**src/rtl/imem_dmem_arbiter.sv**
```systemverilog
// Arbitrates one unified single-port memory between instruction fetch (i) and load/store (d).
// Define IMEM_DMEM_ARBITER_DEBUG_PORT_EN to add a strict-priority debug/boot requester (g).
module imem_dmem_arbiter #(
  parameter int AW      = 32,
  parameter int DW      = 32,
  parameter int MEM_LAT = 1
) (
  input  logic          clock,
  input  logic          reset,
  input  logic          i_req,
  input  logic [AW-1:0] i_addr,
  output logic          i_gnt,
  output logic          i_rvalid,
  output logic [DW-1:0] i_rdata,
  input  logic          d_req,
  input  logic          d_we,
  input  logic [AW-1:0] d_addr,
  input  logic [DW-1:0] d_wdata,
  output logic          d_gnt,
  output logic          d_rvalid,
  output logic [DW-1:0] d_rdata,
`ifdef IMEM_DMEM_ARBITER_DEBUG_PORT_EN
  input  logic          g_req,
  input  logic          g_we,
  input  logic [AW-1:0] g_addr,
  input  logic [DW-1:0] g_wdata,
  output logic          g_gnt,
  output logic          g_rvalid,
  output logic [DW-1:0] g_rdata,
`endif
  output logic          m_en,
  output logic          m_we,
  output logic [AW-3:0] m_addr,
  output logic [DW-1:0] m_wdata,
  input  logic [DW-1:0] m_rdata,
  output logic          busy
);

  typedef enum logic [1:0] {S_IDLE, S_ACCESS, S_WAIT} state_t;
  typedef enum logic [1:0] {OWN_I, OWN_D, OWN_G} owner_t;

  localparam logic [1:0] CNT_LAST = 2'(MEM_LAT - 1);

  state_t          state_q, state_d;
  owner_t          owner_q, owner_d;
  logic            we_q, we_d;
  logic [AW-3:0]   addr_q, addr_d;
  logic [DW-1:0]   wdata_q, wdata_d;
  logic [1:0]      cnt_q, cnt_d;
  logic            prio_d_q, prio_d_d;
  logic            i_gnt_q, i_gnt_d, d_gnt_q, d_gnt_d;
  logic            i_rvalid_q, i_rvalid_d, d_rvalid_q, d_rvalid_d;
  logic [DW-1:0]   i_rdata_q, i_rdata_d, d_rdata_q, d_rdata_d;
  logic            sel_i, sel_d, rd_done;
`ifdef IMEM_DMEM_ARBITER_DEBUG_PORT_EN
  logic            sel_g;
  logic            g_gnt_q, g_gnt_d, g_rvalid_q, g_rvalid_d;
  logic [DW-1:0]   g_rdata_q, g_rdata_d;
  logic            addr_lsb_unused;
  assign addr_lsb_unused = ^{i_addr[1:0], d_addr[1:0], g_addr[1:0]};
`else
  logic            addr_lsb_unused;
  assign addr_lsb_unused = ^{i_addr[1:0], d_addr[1:0]};
`endif

  always_ff @(posedge clock or negedge reset) begin
    if (!reset) begin
      state_q    <= S_IDLE;
      owner_q    <= OWN_I;
      we_q       <= 1'b0;
      addr_q     <= '0;
      wdata_q    <= '0;
      cnt_q      <= '0;
      prio_d_q   <= 1'b1;
      i_gnt_q    <= 1'b0;
      d_gnt_q    <= 1'b0;
      i_rvalid_q <= 1'b0;
      d_rvalid_q <= 1'b0;
      i_rdata_q  <= '0;
      d_rdata_q  <= '0;
`ifdef IMEM_DMEM_ARBITER_DEBUG_PORT_EN
      g_gnt_q    <= 1'b0;
      g_rvalid_q <= 1'b0;
      g_rdata_q  <= '0;
`endif
    end else begin
      state_q    <= state_d;
      owner_q    <= owner_d;
      we_q       <= we_d;
      addr_q     <= addr_d;
      wdata_q    <= wdata_d;
      cnt_q      <= cnt_d;
      prio_d_q   <= prio_d_d;
      i_gnt_q    <= i_gnt_d;
      d_gnt_q    <= d_gnt_d;
      i_rvalid_q <= i_rvalid_d;
      d_rvalid_q <= d_rvalid_d;
      i_rdata_q  <= i_rdata_d;
      d_rdata_q  <= d_rdata_d;
`ifdef IMEM_DMEM_ARBITER_DEBUG_PORT_EN
      g_gnt_q    <= g_gnt_d;
      g_rvalid_q <= g_rvalid_d;
      g_rdata_q  <= g_rdata_d;
`endif
    end
  end

  // Requests are only sampled in IDLE; the pointer (prio_d_q) decides ties between i and d.
  always_comb begin
    state_d = state_q;
    sel_i   = 1'b0;
    sel_d   = 1'b0;
`ifdef IMEM_DMEM_ARBITER_DEBUG_PORT_EN
    sel_g   = 1'b0;
`endif
    unique case (state_q)
      S_IDLE: begin
`ifdef IMEM_DMEM_ARBITER_DEBUG_PORT_EN
        if (g_req) sel_g = 1'b1;
        else
`endif
        if (i_req && d_req) begin
          sel_d = prio_d_q;
          sel_i = !prio_d_q;
        end else begin
          sel_i = i_req;
          sel_d = d_req;
        end
`ifdef IMEM_DMEM_ARBITER_DEBUG_PORT_EN
        if (sel_i || sel_d || sel_g) state_d = S_ACCESS;
`else
        if (sel_i || sel_d) state_d = S_ACCESS;
`endif
      end
      S_ACCESS: state_d = S_WAIT;
      S_WAIT:   if (cnt_q == CNT_LAST) state_d = S_IDLE;
      default:  state_d = S_IDLE;
    endcase
  end

  always_comb begin
    m_en    = (state_q == S_ACCESS);
    m_we    = m_en & we_q;
    m_addr  = m_en ? addr_q : '0;
    m_wdata = m_en ? wdata_q : '0;
    busy    = (state_q != S_IDLE);

    cnt_d    = (state_q == S_WAIT) ? cnt_q + 2'd1 : 2'd0;
    owner_d  = owner_q;
    we_d     = we_q;
    addr_d   = addr_q;
    wdata_d  = wdata_q;
    prio_d_d = prio_d_q;
`ifdef IMEM_DMEM_ARBITER_DEBUG_PORT_EN
    if (sel_g) begin
      owner_d = OWN_G;
      we_d    = g_we;
      addr_d  = g_addr[AW-1:2];
      wdata_d = g_wdata;
    end else
`endif
    if (sel_d) begin
      owner_d  = OWN_D;
      we_d     = d_we;
      addr_d   = d_addr[AW-1:2];
      wdata_d  = d_wdata;
      prio_d_d = 1'b0;
    end else if (sel_i) begin
      owner_d  = OWN_I;
      we_d     = 1'b0;
      addr_d   = i_addr[AW-1:2];
      wdata_d  = '0;
      prio_d_d = 1'b1;
    end

    i_gnt_d = sel_i;
    d_gnt_d = sel_d;

    // m_rdata is valid in the last WAIT cycle; rvalid then appears in the following IDLE cycle.
    rd_done    = (state_q == S_WAIT) && (cnt_q == CNT_LAST);
    i_rvalid_d = rd_done && (owner_q == OWN_I);
    d_rvalid_d = rd_done && (owner_q == OWN_D);
    i_rdata_d  = i_rvalid_d ? m_rdata : i_rdata_q;
    d_rdata_d  = d_rvalid_d ? (we_q ? '0 : m_rdata) : d_rdata_q;
`ifdef IMEM_DMEM_ARBITER_DEBUG_PORT_EN
    g_gnt_d    = sel_g;
    g_rvalid_d = rd_done && (owner_q == OWN_G);
    g_rdata_d  = g_rvalid_d ? (we_q ? '0 : m_rdata) : g_rdata_q;
`endif
  end

  assign i_gnt    = i_gnt_q;
  assign d_gnt    = d_gnt_q;
  assign i_rvalid = i_rvalid_q;
  assign d_rvalid = d_rvalid_q;
  assign i_rdata  = i_rdata_q;
  assign d_rdata  = d_rdata_q;
`ifdef IMEM_DMEM_ARBITER_DEBUG_PORT_EN
  assign g_gnt    = g_gnt_q;
  assign g_rvalid = g_rvalid_q;
  assign g_rdata  = g_rdata_q;
`endif

endmodule

```
**config.mk**
```make
export PLATFORM = sky130hd
export DESIGN_NAME = imem_dmem_arbiter
export DESIGN_NICKNAME = d
export VERILOG_FILES = /design/src/rtl/imem_dmem_arbiter.sv
export SDC_FILE = /design/constraint.sdc
export NUM_CORES = 1
export LEC_CHECK = 0
export BUFFER_PORTS_ARGS = -buffer_cell sky130_fd_sc_hd__buf_2
export CAP_MARGIN = 30
export CORE_ASPECT_RATIO = 0.5
export CORE_MARGIN = 2
export CORE_UTILIZATION = 51
export DETAILED_ROUTE_END_ITERATION = 16
export PLACE_DENSITY = 0.85
export SYNTH_ARGS = -nofsm -noshare
export SYNTH_HDL_FRONTEND = slang
export SYNTH_SLANG_ARGS = --single-unit
```
**constraint.sdc**
```tcl
create_clock -name clock -period 3 [get_ports clock]
set_clock_uncertainty 0.05 [all_clocks]
set_input_delay 0.3 -clock clock [delete_from_list [all_inputs] [get_ports clock]]
set_output_delay 0.3 -clock clock [all_outputs]
set_load 0.1 [all_outputs]
```
# --- Word level (Yosys, flattened, before mapping) ---
# Cells that the tools add are included.
totals:
  reg_bits: 138
  in_bits: 133
  out_inout_bits: 133
  wordCells: 55
op_classes:
  n_addsub: 1
  eq_ne: 5
  mux: 23
  bitwise: 1
  reduce_logical: 12
ops:
  columns: ["cell", "n"]
  rows:
  - ["32-bit two-way mux", 4]
  - ["30-bit two-way mux", 3]
  - ["1-bit two-way mux", 10]
  - ["2-bit two-way mux", 5]
  - ["2-bit zero test", 3]
  - ["2-bit one-hot mux with 3 select lines", 1]
  - ["2-bit by 1-bit equality test with 1-bit output, second input constant", 2]
  - ["1-bit logical AND", 4]
  - ["2-bit != test, second input constant", 2]
  - ["2-bit nonzero test", 2]
  - ["2-bit by 1-bit adder with 2-bit output, second input constant", 1]
  - ["2-bit equality test, second input constant", 1]
  - ["2-bit AND reduction", 1]
  - ["1-bit bitwise AND", 1]
  - ["1-bit zero test", 1]
  - ["1-bit logical OR", 1]

# --- Logic depth before layout (Yosys ltp) ---
logic_depth:
  depth_word: 6
  ltp_mapped: 7
  ltp_nobuf: 5

# --- Least setup slack after synthesis ---
# No wires, ideal clock.
synth_timing:
  kind: "register to output"
  from: "register state_q[1]"
  to: "output port m_wdata[23]"
  arrival_time_ns: 2.421
  required_time_ns: 2.650
  slack_ns: 0.229
  path_stages_with_launch: 4
  cell_sequence: "dfrtp_1 -> nor2b_1 -> clkbuf_1 -> and2_1"
synth_between:
  elab_chain_len: 2
synth_rtl:
  columns: ["item", "line_no", "source"]
  rows:
  - ["start: declaration", "44", "state_t state_q, state_d;"]
  - ["start signal: assignment", "87", "state_q <= state_d;"]
  - ["2-bit by 1-bit equality test with 1-bit output", "142", "m_en = (state_q == S_ACCESS);"]
  - ["via m_en", "31", "output logic m_en,"]
  - ["32-bit two-way mux", "145", "m_wdata = m_en ? wdata_q : '0;"]
  - ["end: declaration", "34", "output logic [DW-1:0] m_wdata,"]
# The timed path passes the listed nets, and every way through them passes these cells.

# --- Final worst setup path ---
layout_timing:
  from: "register state_q[1]"
  to: "output port busy"
layout_between:
  elab_chain_len: 1
layout_rtl:
  columns: ["item", "line_no", "source"]
  rows:
  - ["2-bit nonzero test", "146", "busy = (state_q != S_IDLE);"]
  - ["end: declaration", "36", "output logic busy"]
# No other way between the ends.

==> out/results.ini <==
[floorplan]
chipHeight_um = 81.4
start_util_pct = 52.0
ios = 266
dieArea_um2 = 12900
core_region_area_um2 = 11700
row_count = 28
die_w_um = 159

[detailed_routing]
vias_per_cell = 5.28
wl_um = 15600
drt-initial-drc-count = 258
dr.pass1.iters = 5
drc = 0
wire_per_inst_um = 16.5
antenna_left = 0
num_vias = 4998

[sta]
tns_ns = 0
slew_viol_final = 0
clock.fmax_ghz = 0.427
rsz0062_at_grt = no
slew_headroom_pct = 52.4
hold_viol_final = 0
tightest_slew_ns = 0.715
setup-violations-final = 0
finalCriticalPeriod_ns = 2.34
period_share_pct = 78.1
fin_ws_ns = 0.657

[worst_hold_path]
hold_path.class = input port to flip-flop
holdPathStages = 2

[cts]
post_cts_resized = 0
cts_tree = yes
clk_path_buf_depth = 2
clock_sinks = 137
clk_pin_slew_ns = 0.06
root_buffer = clkbuf_16
cts_max_level = 4
cts_made_buffers = 17
cts_hold_buffers = 1
post_cts_buffers = 0
insertion_delay_ns = 0.41

[worst_setup_path]
critPathSlowestCell = buf_2
end_kind = primary output
start_kind = flip-flop
cp.arrival_ns = 1.99
required_ns = 2.65
timing_worst_setup_path_type = flip-flop to primary output
critical_path_peak_fanout = 31
crit_chain = nor2_4 > inv_2 > buf_2
cpPeakStageDelay_ns = 0.53
worstRegToRegCells = 5

[synth]
synth-simple-area-share_pct = 17.4
ys_seq_elements = 137
synth_compound_area_share_pct = 16.5
synth-xor-area-share_pct = 0
muxShareOfSynthArea_pct = 5.90
yosysWarnings = 0
post_synth.cell_area_avg_um2 = 11.7
yosysTopAreaCell = dfrtp_1
yosysUniqueCellTypes = 29
synthTopCellsByArea = dfrtp_1 (56%), and2_1 (6.5%), mux2_2 (5.9%)
syn-num-nets = 657
syn_inst = 523
synth_top_family_by_area = simple AND/OR/NAND/NOR gates
yosysSeqAreaShare_pct = 56.2
synth-adder-area-share_pct = 0.205
synth_top_cell_area_share_pct = 55.7
syn-cell-area_um2 = 6110

[final_layout]
antenna_cells = 0
syn2layout_area_growth_pct = 32.8
final_nets = 903
fillers = 922
utilization_pct = 69.1
drive_gt1_share_pct = 44.2

[global_route]
grt_max_degree = 77
antenna_found_initial = 0
grt_pass1_wl_um = 24500
grt_remaining_overflow = 0
track_usage_pct = 23.9
grt_pass1_vias = 4884

[run_status]
status = finished clean

[placement]
pre_cts_ws_ns = 0.998
hpwl_um = 10300
place.gp.congestion = 0.790
io_buffers = 261

[run]
maxCapViolations = 0

[per-stage QoR]
step	cells	area [um2]	hold WS (ns)
after global placement	914	7530	0.323
final	947	8110	0.0607
after detailed placement	914	7530	0.327
after global routing	947	8110	0.0461
after CTS	947	8110	0.0468
after floorplan	523	6110	-0.0456
[layout by cell type (no fill, tap or decap), drive strengths merged]
| cell | synthesis | final |
|---|---|---|
| and4 | 30 | 30 |
| nand2b | 34 | 34 |
| nor2b | 1 | 1 |
| dfstp | 1 | 1 |
| a21oi | 2 | 2 |
| o21ai | 33 | 33 |
| nand2 | 33 | 33 |
| nand4b | 1 | 1 |
| a21o | 1 | 1 |
| clkbuf | 37 | 18 |
| dlygate4sd3 | 0 | 1 |
| clkinvlp | 0 | 4 |
| o21bai | 1 | 1 |
| nor3b | 1 | 1 |
| mux2 | 32 | 32 |
| clkinv | 0 | 1 |
| nor2 | 5 | 5 |
| a22o | 33 | 33 |
| buf | 10 | 273 |
| a311o | 30 | 30 |
| o21a | 30 | 30 |
| nand3 | 1 | 1 |
| inv | 7 | 15 |
| ha | 1 | 1 |
| dfrtp | 136 | 136 |
| and2 | 63 | 63 |
| bufinv | 0 | 1 |
[sequential cells by signal (all words and copies together) (netlist names)]
name,flops
d_rdata,32
i_rdata,32
wdata_q,32
addr_q,30
cnt_q,2
state_q,2
d_gnt,1
d_rvalid,1
i_gnt,1
i_rvalid,1
owner_q,1
prio_d_q,1
we_q,1
[worst max-delay path, delay by kind of cell, from the launching register on]
family                 cells  cell delay, ns
buffers and inverters      2            0.97
flip-flops                 1            0.49
AND/OR/NAND/NOR            1            0.11
[synthesized netlist by cell type]
cell type,number
mux2_2,32
nor3b_4,1
and4_1,30
dfrtp_1,136
a22o_1,33
a21o_1,1
nor2_1,4
a311o_1,30
o21bai_1,1
clkbuf_1,37
nand2b_1,33
o21ai_0,31
nand3_1,1
buf_6,3
nor2_4,1
nor2b_1,1
o21ai_2,1
a21oi_1,2
nand2_1,33
dfstp_2,1
buf_2,7
inv_1,4
and2_1,63
ha_1,1
o21ai_1,1
nand4b_1,1
nand2b_2,1
inv_2,3
o21a_1,30
[logic make-up after synthesis]
logic type / after synthesis
buf+inv: 54
flops: 137
fa+ha+maj: 1
simple gates: 169
compound gates: 130
mux: 32
[per-layer routing]
layer  up-vias  GRT usage (%)  wire length, um
li1       2371              -                -
met1      2429           30.2             6670
met2       169           40.9             7920
met3        29           4.70              680
met4         0           11.0              351
met5         -              0                0
[final cells by class]
type	count	area (um2)	share of cell area, %
sequential	137	3430	42.3
multi-input combinational	332	2450	30.3
timing repair buffer	274	1430	17.6
clock buffer	18	429	5.29
tap	165	206	2.55
clock inverter	14	138	1.70
inverter	7	26.3	0.324
[final timing paths]
check	startpoint	end	slack, ns
hold / removal	d_wdata[11]	wdata_q[11]	0.06
setup / recovery	state_q[1]	busy	0.66
min in group asynchronous	reset	wdata_q[19]	0.42
max in group asynchronous	reset	i_rdata[5]	1.64
setup reg to reg	state_q[1]	addr_q[2]	1.02
hold reg to reg	cnt_q[0]	cnt_q[0]	0.38
Power is left out: the tool's default activity adds up to more than one toggle a clock period on the data nets, which glitch-free logic cannot reach.
